[src/rtl/hazard_ctrl.sv]
// Hazard, forwarding and stall sequencing for the 5-stage MIPS pipeline.
// Covers load-use, branch-compare, mult/div busy and instruction-memory wait stalls.
module hazard_ctrl #(
  parameter int MD_LATENCY = 32,
  parameter int CNT_W      = 32
) (
  input  logic             CLK,
  input  logic             rst_n,
  input  logic [4:0]       RsD,
  input  logic [4:0]       RtD,
  input  logic [4:0]       RsE,
  input  logic [4:0]       RtE,
  input  logic [4:0]       WriteRegE,
  input  logic [4:0]       WriteRegM,
  input  logic [4:0]       WriteRegW,
  input  logic             RegWriteE,
  input  logic             RegWriteM,
  input  logic             RegWriteW,
  input  logic             MemtoRegE,
  input  logic             MemtoRegM,
  input  logic             BranchD,
  input  logic             PCSrcD,
  input  logic             MdStartD,
  input  logic             MdReadD,
  input  logic             ImemReadyF,
  output logic             StallF,
  output logic             StallD,
  output logic             FlushD,
  output logic             FlushE,
  output logic [1:0]       ForwardAE,
  output logic [1:0]       ForwardBE,
  output logic             ForwardAD,
  output logic             ForwardBD,
  output logic             MdBusy,
  output logic [CNT_W-1:0] StallCount
);

  localparam int MDW = 6;
  localparam logic [MDW-1:0]   MD_LOAD  = MDW'(MD_LATENCY);
  localparam logic [MDW-1:0]   MD_ONE   = {{(MDW-1){1'b0}}, 1'b1};
  localparam logic [CNT_W-1:0] CNT_MAX  = {CNT_W{1'b1}};
  localparam logic [CNT_W-1:0] CNT_ONE  = {{(CNT_W-1){1'b0}}, 1'b1};

  typedef enum logic [0:0] {
    RUN   = 1'b0,
    IWAIT = 1'b1
  } fetch_state_t;

  // $0 is hard-wired, so it can never carry a real dependency
  function automatic logic reg_match(input logic [4:0] a, input logic [4:0] b);
    return (a != 5'd0) && (a == b);
  endfunction

  logic           lwstall_s;
  logic           brstall_s;
  logic           mdstall_s;
  logic           dstall_s;
  logic           imiss_s;
  logic           md_busy_s;
  logic [MDW-1:0] md_cnt_r;
  logic [MDW-1:0] md_cnt_nxt_s;
  logic [CNT_W-1:0] stall_cnt_r;
  logic [CNT_W-1:0] stall_cnt_nxt_s;
  fetch_state_t   state_r;
  fetch_state_t   state_nxt_s;

  assign md_busy_s  = (md_cnt_r != {MDW{1'b0}});
  assign MdBusy     = md_busy_s;
  assign StallCount = stall_cnt_r;

  // Execute-stage operand forwarding; the M stage is newer than W and wins
  always_comb begin
    ForwardAE = 2'b00;
    ForwardBE = 2'b00;
    if (RegWriteM && reg_match(WriteRegM, RsE)) begin
      ForwardAE = 2'b10;
    end else if (RegWriteW && reg_match(WriteRegW, RsE)) begin
      ForwardAE = 2'b01;
    end else begin
      ForwardAE = 2'b00;
    end
    if (RegWriteM && reg_match(WriteRegM, RtE)) begin
      ForwardBE = 2'b10;
    end else if (RegWriteW && reg_match(WriteRegW, RtE)) begin
      ForwardBE = 2'b01;
    end else begin
      ForwardBE = 2'b00;
    end
  end

  // Decode-stage branch-compare forwarding from ALUOutM
  always_comb begin
    ForwardAD = 1'b0;
    ForwardBD = 1'b0;
    ForwardAD = RegWriteM & reg_match(WriteRegM, RsD);
    ForwardBD = RegWriteM & reg_match(WriteRegM, RtD);
  end

  // Decode-stage stall sources
  always_comb begin
    lwstall_s = 1'b0;
    brstall_s = 1'b0;
    mdstall_s = 1'b0;
    lwstall_s = MemtoRegE & (reg_match(RtE, RsD) | reg_match(RtE, RtD));
    brstall_s = BranchD &
                ((RegWriteE & (reg_match(WriteRegE, RsD) | reg_match(WriteRegE, RtD))) |
                 (MemtoRegM & (reg_match(WriteRegM, RsD) | reg_match(WriteRegM, RtD))));
    mdstall_s = md_busy_s & (MdStartD | MdReadD);
  end

  assign dstall_s = lwstall_s | brstall_s | mdstall_s;
  assign imiss_s  = ~ImemReadyF;

  // Pipeline control; a Decode stall always beats a pending redirect or fetch bubble
  always_comb begin
    StallF = 1'b0;
    StallD = 1'b0;
    FlushD = 1'b0;
    FlushE = 1'b0;
    StallF = dstall_s | imiss_s;
    StallD = dstall_s;
    FlushE = dstall_s;
    if (dstall_s) begin
      FlushD = 1'b0;
    end else begin
      FlushD = PCSrcD | imiss_s;
    end
  end

  // Mult/div busy counter next value; a fresh issue reloads over the decrement
  always_comb begin
    md_cnt_nxt_s = md_cnt_r;
    if (MdStartD && !dstall_s) begin
      md_cnt_nxt_s = MD_LOAD;
    end else if (md_busy_s) begin
      md_cnt_nxt_s = md_cnt_r - MD_ONE;
    end else begin
      md_cnt_nxt_s = md_cnt_r;
    end
  end

  // Saturating stall-cycle counter next value
  always_comb begin
    stall_cnt_nxt_s = stall_cnt_r;
    if (dstall_s && (stall_cnt_r != CNT_MAX)) begin
      stall_cnt_nxt_s = stall_cnt_r + CNT_ONE;
    end else begin
      stall_cnt_nxt_s = stall_cnt_r;
    end
  end

  // Fetch tracking FSM next state; outputs use ImemReadyF directly, not the state
  always_comb begin
    state_nxt_s = state_r;
    case (state_r)
      RUN: begin
        if (!ImemReadyF) begin
          state_nxt_s = IWAIT;
        end else begin
          state_nxt_s = RUN;
        end
      end
      IWAIT: begin
        if (ImemReadyF) begin
          state_nxt_s = RUN;
        end else begin
          state_nxt_s = IWAIT;
        end
      end
      default: state_nxt_s = RUN;
    endcase
  end

  // State registers
  always_ff @(posedge CLK or negedge rst_n) begin
    if (!rst_n) begin
      md_cnt_r    <= {MDW{1'b0}};
      stall_cnt_r <= {CNT_W{1'b0}};
      state_r     <= RUN;
    end else begin
      md_cnt_r    <= md_cnt_nxt_s;
      stall_cnt_r <= stall_cnt_nxt_s;
      state_r     <= state_nxt_s;
    end
  end

endmodule

[config.mk]
export PLATFORM = sky130hd
export DESIGN_NAME = hazard_ctrl
export DESIGN_NICKNAME = d
export VERILOG_FILES = /design/src/rtl/hazard_ctrl.sv
export SDC_FILE = /design/constraint.sdc
export NUM_CORES = 1
export LEC_CHECK = 0
export BUFFER_PORTS_ARGS = -buffer_cell sky130_fd_sc_hd__buf_2
export CAP_MARGIN = 20
export CORE_MARGIN = 2
export CORE_UTILIZATION = 45
export DETAILED_ROUTE_END_ITERATION = 10
export HOLD_SLACK_MARGIN = 0.1
export PLACE_DENSITY_LB_ADDON = 0.12
export SYNTH_ARGS = -nofsm -noshare
export SYNTH_HDL_FRONTEND = slang
export SYNTH_SLANG_ARGS = --single-unit
export TNS_END_PERCENT = 5
[constraint.sdc]
create_clock -name CLK -period 2.67 [get_ports CLK]
set_input_delay 0.267 -clock CLK [delete_from_list [all_inputs] [get_ports CLK]]
set_output_delay 0.267 -clock CLK [all_outputs]
set_load 0.005 [all_outputs]
Word-level counts from Yosys, hierarchy flattened
Cells that the tools add are included.
{"block": "op_classes", "mux": 7, "bitwise_logic": 17, "addsub": 2, "eq_ne": 11, "reduce_logical": 23}
{"cell": "== test 5 bit", "count": 10}
{"cell": "adder 32 x 1 -> 32 bit, second input constant", "count": 1}
{"cell": "inequality test 32 bit, second input constant", "count": 1}
{"cell": "nonzero test 5 bit", "count": 4}
{"cell": "logical AND 1 bit", "count": 16}
{"cell": "2-to-1 mux 6 bit", "count": 2}
{"cell": "bitwise OR 1 bit", "count": 9}
{"cell": "AND 1 bit", "count": 7}
{"cell": "nonzero test 6 bit", "count": 1}
{"cell": "subtractor 6 x 1 -> 6 bit, second input constant", "count": 1}
{"cell": "2-to-1 mux 2 bit", "count": 2}
{"cell": "2-to-1 mux 1 bit", "count": 3}
{"cell": "nonzero test 2 bit", "count": 1}
{"cell": "logical NOT 1 bit", "count": 1}
{"cell": "inverter 1 bit", "count": 1}
{"block": "word_totals", "elab_cells": 62, "output_inout_bits": 43, "in_bits": 47, "register_bits": 38}

Longest topological paths before layout
{"block": "logic_depth", "word_depth": 11, "ltp_mapped": 10, "depth_no_buf": 8}

Worst setup path before layout
Ideal clock, no wire load.
{"block": "synth_path", "path_kind": "reg2out", "start": "register md_cnt_r[0]", "end": "output port FlushD", "required_time_ns": 2.403, "path_slack_ns": 0.227, "arrival_ns": 2.176, "n_path_buf": 2, "path_stages_with_launch": 11, "path_cell_list": "dfrtp_1 -> inv_1 -> ha_1 -> nand2_1 -> or3_1 -> buf_2 -> o21a_1 -> a2111oi_4 -> buf_6 -> inv_2 -> a21oi_1"}
{"block": "synth_via", "elab_chain_len": 4}
{"element": "from (decl)", "line": "60", "rtl": "logic [MDW-1:0] md_cnt_r;"}
{"element": "from (signal assigned)", "line": "177", "rtl": "md_cnt_r <= {MDW{1'b0}};"}
{"element": "from (signal assigned)", "line": "181", "rtl": "md_cnt_r <= md_cnt_nxt_s;"}
{"element": "nonzero test 6 bit", "line": "67", "rtl": "assign md_busy_s = (md_cnt_r != {MDW{1'b0}});"}
{"element": "named net MdBusy", "line": "34", "rtl": "output logic MdBusy,"}
{"element": "AND 1 bit", "line": "108", "rtl": "mdstall_s = md_busy_s & (MdStartD | MdReadD);"}
{"element": "bitwise OR 1 bit", "line": "111", "rtl": "assign dstall_s = lwstall_s | brstall_s | mdstall_s;"}
{"element": "named net FlushE", "line": "29", "rtl": "output logic FlushE,"}
{"element": "2-to-1 mux 1 bit", "line": "123", "rtl": "if (dstall_s) begin"}
{"element": "to (decl)", "line": "28", "rtl": "output logic FlushD,"}
The timed path passes the listed nets, and every way through them passes these cells.

Final worst setup path
{"block": "layout_path", "start": "register md_cnt_r[0]", "end": "output port FlushD"}
{"block": "layout_via", "elab_chain_len": 4}
{"element": "nonzero test 6 bit", "line": "67"}
{"element": "AND 1 bit", "line": "108"}
{"element": "bitwise OR 1 bit", "line": "111"}
{"element": "2-to-1 mux 1 bit", "line": "123"}
No other way between the ends.

==> flow_metrics.py <==
metrics = {
    "timing": {
        "skew_ns": 0.01290,
        "finalSetupViolations": 0,
        "slew_headroom_pct": 43.74,
        "whs_ns": 0.06898,
        "hold_viol_final": 0,
        "worst_pin_slew_ns": 0.8440,
        "final.setup.worst_slack_ns": 0.08365,
        "slew_violations": 0,
        "max_freq_mhz": 386.6,
        "min_period_ns": 2.586,
        "fin_crit_sh_pct": 96.87,
    },
    "logic_synthesis": {
        "yosysWarnings": 0,
        "ys_seq_area_share_pct": 36.29,
        "synthTopCellsByArea": "dfrtp_1, xor2_1, xnor2_1",
        "synth_top_area_cell": "dfrtp_1",
        "synth_flop_cell": "dfrtp_1",
        "synth.top_cell.area_share_pct": 36.29,
        "synth_top_cells_by_count": "xor2_1, dfrtp_1, nor3_1, xnor2_1, nand3_1",
        "synth-edff-count": 0,
        "yosysMostFrequentCell": "xor2_1",
        "synth_cell_types": 39,
        "synth-seq-cells": 38,
        "async_flop_share_pct": 100.0,
        "synth_nets": 326,
        "synth_area_per_cell_um2": 9.459,
        "synth_cells": 277,
        "syn_area_um2": 2620,
    },
    "pwr": {
        "p_per_area_nw_per_um2": 571.4,
        "power_mw": 1.884,
        "power.leakage_nw": 1.678,
        "ir_drop_mv": 0.3381,
    },
    "detailed_routing": {
        "drt-pass1-iter-count": 4,
        "wirelength_um": 6235,
        "via_count": 2304,
        "drtAntennaViolNets": 0,
        "drtIter0Drc": 76,
        "viasPerCell": 5.224,
        "wl_per_cell_um": 14.14,
        "drc": 0,
    },
    "status": {
        "outcome": "finished, final reports clean",
    },
    "cts": {
        "clockBufferDepth": 2,
        "htreeDepth": 2,
        "cts_buffers": 5,
        "insertion_delay_ns": 0.30,
        "cts.reportedPaths.clkPinSlew_ns": 0.08,
        "cts.sinks": 38,
        "hold_buffers": 0,
        "cts_tree": "done",
        "root_buffer": "clkbuf_8",
    },
    "setup_path": {
        "cp.arrival_ns": 2.32,
        "cp_max_fo": 8,
        "end_kind": "output pin",
        "critPathRequiredTime_ns": 2.40,
        "cp-start-kind": "flip-flop",
        "critPathLaunch": "md_cnt_r[0]",
        "r2r-start": "md_cnt_r[0]",
        "crit_type": "flip-flop to output pin",
    },
    "grt": {
        "antenna_found_initial": 0,
        "grt-ovfl-total": 0,
        "grt_pass1_wl_um": 10130,
        "grt_usage_pct": 20.18,
        "grt_pass1_vias": 2163,
        "grt_max_degree": 39,
    },
    "final_layout": {
        "area_delta_synth_final_pct": 25.88,
        "final_layout_size_suffix_gt1_share_pct": 32.52,
        "n_fill_cell": 520,
        "final_util_pct": 59.17,
        "diodes": 0,
        "final_nets": 417,
    },
    "place": {
        "port_buffers": 89,
        "gp_congestion": 0.8625,
        "post-place-ws_ns": 0.2591,
        "dp_hpwl_um": 4678,
    },
    "floorplanning": {
        "dieHeight_um": 80.31,
        "pin_count": 90,
        "core_um2": 5574,
        "die_x_um": 80.31,
        "row_count": 27,
        "die-area_um2": 6449,
        "start_util_pct": 47.00,
    },
    "min_path": {
        "hold_path_class": "input port to async pin",
    },
    "run": {
        "cap_violations": 0,
    },
}
[worst paths after layout]
check                                 end  slack [ns]  cells past startpoint
min reg2reg                StallCount[12]        0.48                      1
min in group CLK              md_cnt_r[0]        0.31                      3
max in group asynchronous  StallCount[30]        2.06                      1
min                        StallCount[24]        0.07                      1
max reg2reg                 StallCount[1]        0.27                     10
max                                FlushD        0.08                     10
[critical path, cell delays in order, from the launching register on]
cell	delay [ns]
dfrtp_1	0.40
inv_2	0.09
ha_4	0.14
nand2_1	0.08
or3_4	0.34
o21a_1	0.15
a2111oi_4	0.35
clkbuf_16	0.22
inv_2	0.04
a21oi_1	0.09
buf_2	0.12
[through the flow]
step / cell area (µm²) / std cells / TNS, ns
4_1_cts: 3246 / 437 / 0
5_1_grt: 3298 / 441 / -0.04304
3_3_place_gp: 3110 / 427 / 0
3_5_place_dp: 3110 / 427 / 0
2_1_floorplan: 2620 / 277 / 0
6_report: 3298 / 441 / 0
[report_power, final]
part | switching, mW | total (mW) | internal [mW] | leakage (nW)
registers | 0.126 | 0.824 | 0.698 | 0.495
logic | 0.297 | 0.635 | 0.337 | 1.14
clock network | 0.218 | 0.426 | 0.208 | 0.0472
[routing by layer]
metal / wire length, µm / track usage [%] / vias up / part of all wire (%)
li1: - / - / 1144 / -
met1: 2843 / 26.25 / 1090 / 46
met2: 3011 / 33.33 / 62 / 48
met3: 281 / 3.483 / 8 / 4.5
met4: 98 / 7.797 / 0 / 1.6
met5: 0 / 0 / - / 0
[flip-flops by register name, summed over array words and instances, names as in the netlist]
register and flops:
StallCount 32, md_cnt_r 6
[placed cells by master (no fill, tap or decap), types with 2 or more instances in the layout]
| master | Yosys | routed |
|---|---|---|
| nand2b_1 | 4 | 4 |
| nor3b_1 | 4 | 4 |
| nor3_1 | 20 | 20 |
| nand4_1 | 6 | 6 |
| or3_4 | 1 | 2 |
| nor4_1 | 15 | 15 |
| buf_2 | 4 | 89 |
| xnor2_1 | 20 | 20 |
| or3_1 | 3 | 2 |
| nand3_1 | 19 | 19 |
| nor4b_1 | 3 | 3 |
| o21ai_0 | 3 | 3 |
| nand2_1 | 18 | 18 |
| buf_4 | 1 | 10 |
| inv_1 | 4 | 2 |
| inv_2 | 1 | 3 |
| dfrtp_1 | 38 | 38 |
| clkbuf_8 | 0 | 6 |
| and2_1 | 2 | 2 |
| mux2i_1 | 2 | 2 |
| and3_1 | 5 | 5 |
| nor2_1 | 9 | 9 |
| xor2_1 | 61 | 61 |
| a21oi_1 | 3 | 3 |
| or4_1 | 5 | 5 |
[final cells by class]
type / instances / area, µm² / share of cell area [%]
Tap cell: 72 / 90.09 / 2.731
Multi-Input combinational cell: 217 / 1565 / 47.46
Sequential cell: 38 / 950.9 / 28.83
Clock buffer: 6 / 82.58 / 2.504
Inverter: 5 / 18.77 / 0.5690
Timing Repair Buffer: 101 / 578.1 / 17.53
Clock inverter: 2 / 12.51 / 0.3794
[timing repair]
| action | CTS | global route |
|---|---|---|
| pin swaps | 1 | 1 |
| endpoints found under the setup margin | 1 | 1 |
| endpoints found under the hold margin | 0 | 0 |
| setup buffers | 1 | 4 |
| resized for setup | 0 | 6 |
| gates cloned | 1 | 0 |
[cell families (layout without fill, tap and decap cells)]
logic type | count (synthesis) | after routing | synth area share, %
buffers and inverters | 22 | 114 | 4.632
flip-flops | 38 | 38 | 36.29
multiplexers | 4 | 4 | 1.767
adder cells (fa/ha/maj) | 2 | 2 | 0.9550
AND/OR/NAND/NOR | 118 | 118 | 25.12
XOR/XNOR | 81 | 81 | 27.08
AO/OA/AOI/OAI | 12 | 12 | 4.155
Note: power is estimated with default switching activity, not from simulation.
